[config.mk]
export PLATFORM = sky130hd
export DESIGN_NAME = mem_clear_sequencer
export DESIGN_NICKNAME = d
export VERILOG_FILES = /design/src/rtl/mem_clear_sequencer.sv
export SDC_FILE = /design/constraint.sdc
export NUM_CORES = 1
export LEC_CHECK = 0
export CAP_MARGIN = 20
export CORE_ASPECT_RATIO = 1.2
export CORE_MARGIN = 5
export CORE_UTILIZATION = 30
export CTS_CLUSTER_SIZE = 12
export DETAILED_ROUTE_END_ITERATION = 8
export PLACE_DENSITY_LB_ADDON = 0.2
export SYNTH_ARGS = -nofsm -noshare
export SYNTH_HDL_FRONTEND = slang
export SYNTH_SLANG_ARGS = --single-unit
[constraint.sdc]
create_clock -name clk -period 2.2 [get_ports clk]
set_input_delay 0.55 -clock clk [delete_from_list [all_inputs] [get_ports clk]]
set_output_delay 0.55 -clock clk [all_outputs]
set_load 0.005 [all_outputs]
[src/rtl/mem_clear_sequencer.sv]
// Zeroes every word of each requested SRAM in one shared sweep.
// Clear requests are rising edges of Clear_Req. Edges that arrive during a sweep
// are queued and served by the following sweep.
module mem_clear_sequencer #(
  parameter int unsigned Nums_SRAM  = 3,
  parameter int unsigned Addr_Width = 4,
  parameter int unsigned Data_Width = 8,
  parameter int unsigned Depth      = 16
) (
  input  logic                  clk,
  input  logic                  Reset,
  input  logic [Nums_SRAM-1:0]  Clear_Req,
  input  logic                  Stall,
  output logic [Nums_SRAM-1:0]  Wr_En,
  output logic [Addr_Width-1:0] Wr_Addr,
  output logic [Data_Width-1:0] Wr_Data,
  output logic                  Busy,
  output logic                  Done,
  output logic [Nums_SRAM-1:0]  Clear_Status
);

  localparam logic [Addr_Width-1:0] LastAddr = Addr_Width'(Depth - 1);

  typedef enum logic [1:0] {StIdle, StSweep, StDone} state_e;

  state_e                state_q, state_d;
  logic [Addr_Width-1:0] addr_q, addr_d;
  logic [Nums_SRAM-1:0]  req_q;
  logic [Nums_SRAM-1:0]  pending_q, pending_d;
  logic [Nums_SRAM-1:0]  active_q, active_d;
  logic [Nums_SRAM-1:0]  status_q, status_d;
  logic [Nums_SRAM-1:0]  req_edge;

  // A held level counts once: only the 0->1 transition is a request.
  assign req_edge = Clear_Req & ~req_q;

  // State registers; reset abandons any sweep and drops queued requests.
  always_ff @(posedge clk) begin
    if (Reset) begin
      state_q   <= StIdle;
      addr_q    <= '0;
      req_q     <= '0;
      pending_q <= '0;
      active_q  <= '0;
      status_q  <= '0;
    end else begin
      state_q   <= state_d;
      addr_q    <= addr_d;
      req_q     <= Clear_Req;
      pending_q <= pending_d;
      active_q  <= active_d;
      status_q  <= status_d;
    end
  end

  // Next-state logic and write-port outputs.
  always_comb begin
    state_d   = state_q;
    addr_d    = addr_q;
    pending_d = pending_q | req_edge;
    active_d  = active_q;
    status_d  = status_q & ~req_edge;
    Wr_En     = '0;
    Done      = 1'b0;
    unique case (state_q)
      StIdle: begin
        if (pending_q != '0) begin
          active_d  = pending_q;
          pending_d = req_edge;
          addr_d    = '0;
          state_d   = StSweep;
        end
      end
      StSweep: begin
        if (!Stall) begin
          Wr_En = active_q;
          if (addr_q == LastAddr) begin
            state_d = StDone;
          end else begin
            addr_d = addr_q + 1'b1;
          end
        end
      end
      StDone: begin
        Done     = 1'b1;
        // An SRAM re-requested during its own sweep is not reported clean.
        status_d = (status_q | (active_q & ~pending_q)) & ~req_edge;
        active_d = '0;
        state_d  = StIdle;
      end
      default: state_d = StIdle;
    endcase
  end

  assign Wr_Addr      = addr_q;
  assign Wr_Data      = '0;
  assign Busy         = (state_q != StIdle);
  assign Clear_Status = status_q;

endmodule

# After elaboration in Yosys (flattened, before gate mapping)
# Index checks and enable logic that the tools add are counted.
[word_totals]
regBits = 18
elab_cells = 47
[op_classes]
n_addsub = 1
eq_ne = 7
mux = 16
bitwise_logic = 9
reduce_logical = 8
[ops]
columns = ["op", "n"]
rows = [
  ["$mux 3", 6],
  ["$and 3x3->3", 4],
  ["$mux 4", 3],
  ["$not 3->3", 3],
  ["$ne 2x2->1 const B", 4],
  ["$pmux 4 s2", 1],
  ["$mux 2", 3],
  ["$or 3x3->3", 2],
  ["$pmux 3 s2", 1],
  ["$reduce_bool 2->1", 3],
  ["$add 4x1->4 const B", 1],
  ["$eq 4x4->1 const B", 1],
  ["$pmux 2 s2", 1],
  ["$reduce_and 4->1", 1],
  ["$reduce_and 3->1", 1],
  ["$reduce_bool 3->1", 1],
  ["$eq 2x1->1 const B", 1],
  ["$eq 2x2->1 const B", 1],
  ["$logic_not 2->1", 1],
  ["$reduce_and 2->1", 1],
  ["$mux 1", 1],
]

# Longest topological paths before layout
[depth]
word_depth = 5
ltp_mapped = 5
mapped_depth_nobuf = 5

# Least setup slack after synthesis
# Ideal clock, no wire load.
[synth_path]
path_type = "in2out"
start = "input Stall"
end = "output Wr_En[0]"
arrival_ps = 893
t_required_ps = 1650
slack_ps = 757
path_stages = 2
path_buffers = 0
cell_sequence = "nor2_1 > and3_1"
[synth_between]
elab_chain_len = 2
[synth_rtl]
columns = ["element", "line", "source"]
rows = [
  ["from (decl)", "13", "input logic Stall,"],
  ["$mux 3", "75", "if (!Stall) begin"],
  ["$mux 3", "65", "unique case (state_q)"],
  ["to (decl)", "14", "output logic [Nums_SRAM-1:0] Wr_En,"],
]
# No other way between the ends.

# Final worst setup path
[layout_path]
start = "register state_q[1]"
end = "output Done"
[layout_between]
elab_chain_len = 2
[layout_rtl]
columns = ["element", "line", "source"]
rows = [
  ["from (decl)", "26", "state_e state_q, state_d;"],
  ["from (signal assigned)", "40", "state_q <= StIdle;"],
  ["from (signal assigned)", "47", "state_q <= state_d;"],
  ["$eq 2x2->1", "65", ""],
  ["$mux 1", "65", ""],
  ["to (decl)", "18", "output logic Done,"],
]
# No other way between the ends.

==> impl_metrics.csv <==
group,metric,value,unit
outcome,status,"finished, final reports clean",
worst_setup_path,path_delay_family,"buffers and inverters",
timing,finClkSkew,0.00143,ns
worst_setup_path,rrSetupSlack,0.73,ns
clocking,cts_buffer_depth,2,
routing,drtIter0Drc,1,
placement,dpl_cell_area,996,µm²
hold_path,min_from,"req_q[1]",
routing,vias,656,
global_routing,grt_use_total,9.16,%
routing,finalWirelength,1640,µm
worst_setup_path,cp_num_buf_inv,1,
clocking,clockRootBuffer,"clkbuf_4",
worst_setup_path,critical_path_class,"reg -> out",
logic_synthesis,synth_seq_cells,18,
routing,drc,0,
global_routing,grt_overflow,0,
clocking,path_clk_slew,0.10,ns
logic_synthesis,synthTopCellsByArea,"dfxtp_1 (45%), buf_4 (8.5%), nor2_1 (6.1%), nor2b_1 (5.5%), a21oi_1 (3.1%)",
layout,final_common_cell,"dfxtp_1",
timing,finalHoldViolCount,0,
worst_setup_path,crit_start,"state_q[1]",
clocking,clk_latency,0.28,ns
logic_synthesis,synth_top_area_share,45.1,%
floorplan,die_w,57.1,µm
logic_synthesis,synthCells,88,
timing,layout_min_cycle_time,2.08,ns
logic_synthesis,synth.distinct_cells,28,
power_and_ir_drop,p_leak,0.000436,µW
layout,final_layout_size_suffix_gt1_share,15.5,%
layout,final_cells,143,
routing,wire_per_inst,11.5,µm
floorplan,core-area,0.00255,mm²
hold_path,min_path_type,"reg -> reg",
placement,dp_hpwl,1270,µm
logic_synthesis,synth_area,800,µm²
logic_synthesis,ys_seq_area_share,45.1,%
worst_setup_path,slowest_stage,"clkdlybuf4s50_1",
timing,fin_crit_sh,94.3,%
global_routing,grt_pass1_wl,2680,µm
routing,drtAntennaViolNets,0,
global_routing,antenna_found_initial,0,
timing,timing.final.setup_violations,0,
floorplan,start_util,31.3,%
worst_setup_path,cp_slowest_stage_delay,0.54,ns
layout,layout_common_cells,"dfxtp_1 (17), clkdlybuf4s50_1 (13), nor2_1 (12)",
layout,antenna_cells,0,
layout,syn2layout_area_growth,28.2,%
global_routing,grt_pass1_vias,641,
worst_setup_path,cp_max_fo,6,
worst_setup_path,r2r_start,"Wr_Addr[0]",
timing,slew_viol_final,0,
logic_synthesis,yosysTopAreaCell,"dfxtp_1",
power_and_ir_drop,ir_drop,367,µV
layout,layout.nets,119,
clocking,cts_inserted_buffers,3,
clocking,tritoncts,"yes",
placement,io_buffers,17,
worst_setup_path,cp.arrival,1.53,ns
timing,fmax,482,MHz
floorplan,rows,20,
logic_synthesis,syn_area_per_cell,9.09,µm²
floorplan,die_area,0.00380,mm²
worst_setup_path,crit_required,1.65,ns
layout,design_area,0.00102,mm²
flow_run,drv_cap,0,
routing,drt-pass1-iter-count,4,
placement,place_inst,139,
floorplan,die_h,66.6,µm
timing,rsz0062_at_grt,"false",
floorplan,boundaryPins,26,
worst_setup_path,crit_path_end_kind,"output pin",
logic_synthesis,synth_warnings,0,
global_routing,grt_max_degree,17,
power_and_ir_drop,power-per-cell-area,582,mW/mm²
clocking,h-tree-depth,1,
placement,gp_congestion,0.737,
worst_setup_path,crit_chain,"nor2b_1 > clkdlybuf4s50_1",
routing,vias_per_cell,4.59,
worst_setup_path,critPathLaunchType,"flip-flop",
clocking,cts_sinks,18,
==> flip-flops by register name, indices dropped and copies added (netlist names) <==
register      count
Wr_Addr           4
Clear_Status      3
active_q          3
pending_q         3
req_q             3
state_q           2
==> timing repair <==
action | in CTS | in global routing
gates resized for setup | 5 | 1
hold buffers | 0 | 0
endpoints found under the setup margin | 3 | 1
setup buffers | 1 | 0
==> kinds of logic after synthesis <==
family / after synthesis / share of synthesized area, %
and+or+nand+nor: 33 / 22.5
AOI/OAI and AO/OA: 19 / 18.6
DFF: 18 / 45.1
buffers and inverters: 16 / 11.7
adders and majority gates: 1 / 1.56
other: 1 / 0.469
==> worst paths after layout <==
kind                          end  depth (start not counted)
hold reg to reg   Clear_Status[1]                          2
setup / recovery             Done                          2
setup reg to reg       Wr_Addr[2]                          5
hold / removal    Clear_Status[1]                          2
==> cell usage after synthesis, drive strengths merged <==
cell	instances
dfxtp	18
nor2	13
buf	9
nor2b	7
inv	6
a21oi	5
a22oi	3
a31oi	3
and3	3
nor3	3
nand3	2
o21ai	2
a2111oi	1
a211oi	1
a21o	1
a32o	1
a32oi	1
and2b	1
clkbuf	1
conb	1
ha	1
nand2	1
nand2b	1
nor4b	1
o32ai	1
or3	1
==> per-stage QoR <==
stage	setup TNS [ns]	setup slack (ns)	total power (µW)	hold slack, ns	util [%]
after global placement	-0.747	-0.260	444	0.490	39.0
after global routing	0	0.0543	632	0.575	40.1
after CTS	0	0.0599	604	0.538	40.1
final	0	0.125	596	0.521	40.1
after detailed placement	-0.749	-0.257	445	0.511	39.0
after floorplan	0	0.757	420	0.475	-
==> area by class of cell <==
class / count / area, µm²
fillers: 278 / 1530
well taps: 33 / 41.3
inverters: 6 / 22.5
clock buffers: 3 / 22.5
flip-flops and latches: 18 / 362
multi-input cells: 61 / 374
repair buffers: 22 / 203
==> per-layer routing <==
metal  track usage, %  share of wire [%]  vias to the layer above
li1                 -                  -                      336
met1             10.3                 46                      302
met2             15.3                 46                       16
met3             2.71                7.3                        2
met4             5.22               0.73                        0
met5                0                  0                        -
==> worst register-to-register path: stages, from the launching register on <==
cell and delay (ns):
dfxtp_1 0.41, ha_1 0.22, nand3_1 0.19, a32oi_2 0.30, nor2_1 0.09, a211oi_2 0.19
==> report_power, final <==
| part | total (µW) | switching [µW] | internal [µW] |
|---|---|---|---|
| clock network | 158 | 94.4 | 63.5 |
| logic | 83.3 | 40.0 | 43.2 |
| registers | 355 | 14.8 | 340 |
Note: power is estimated with default switching activity, not from simulation.
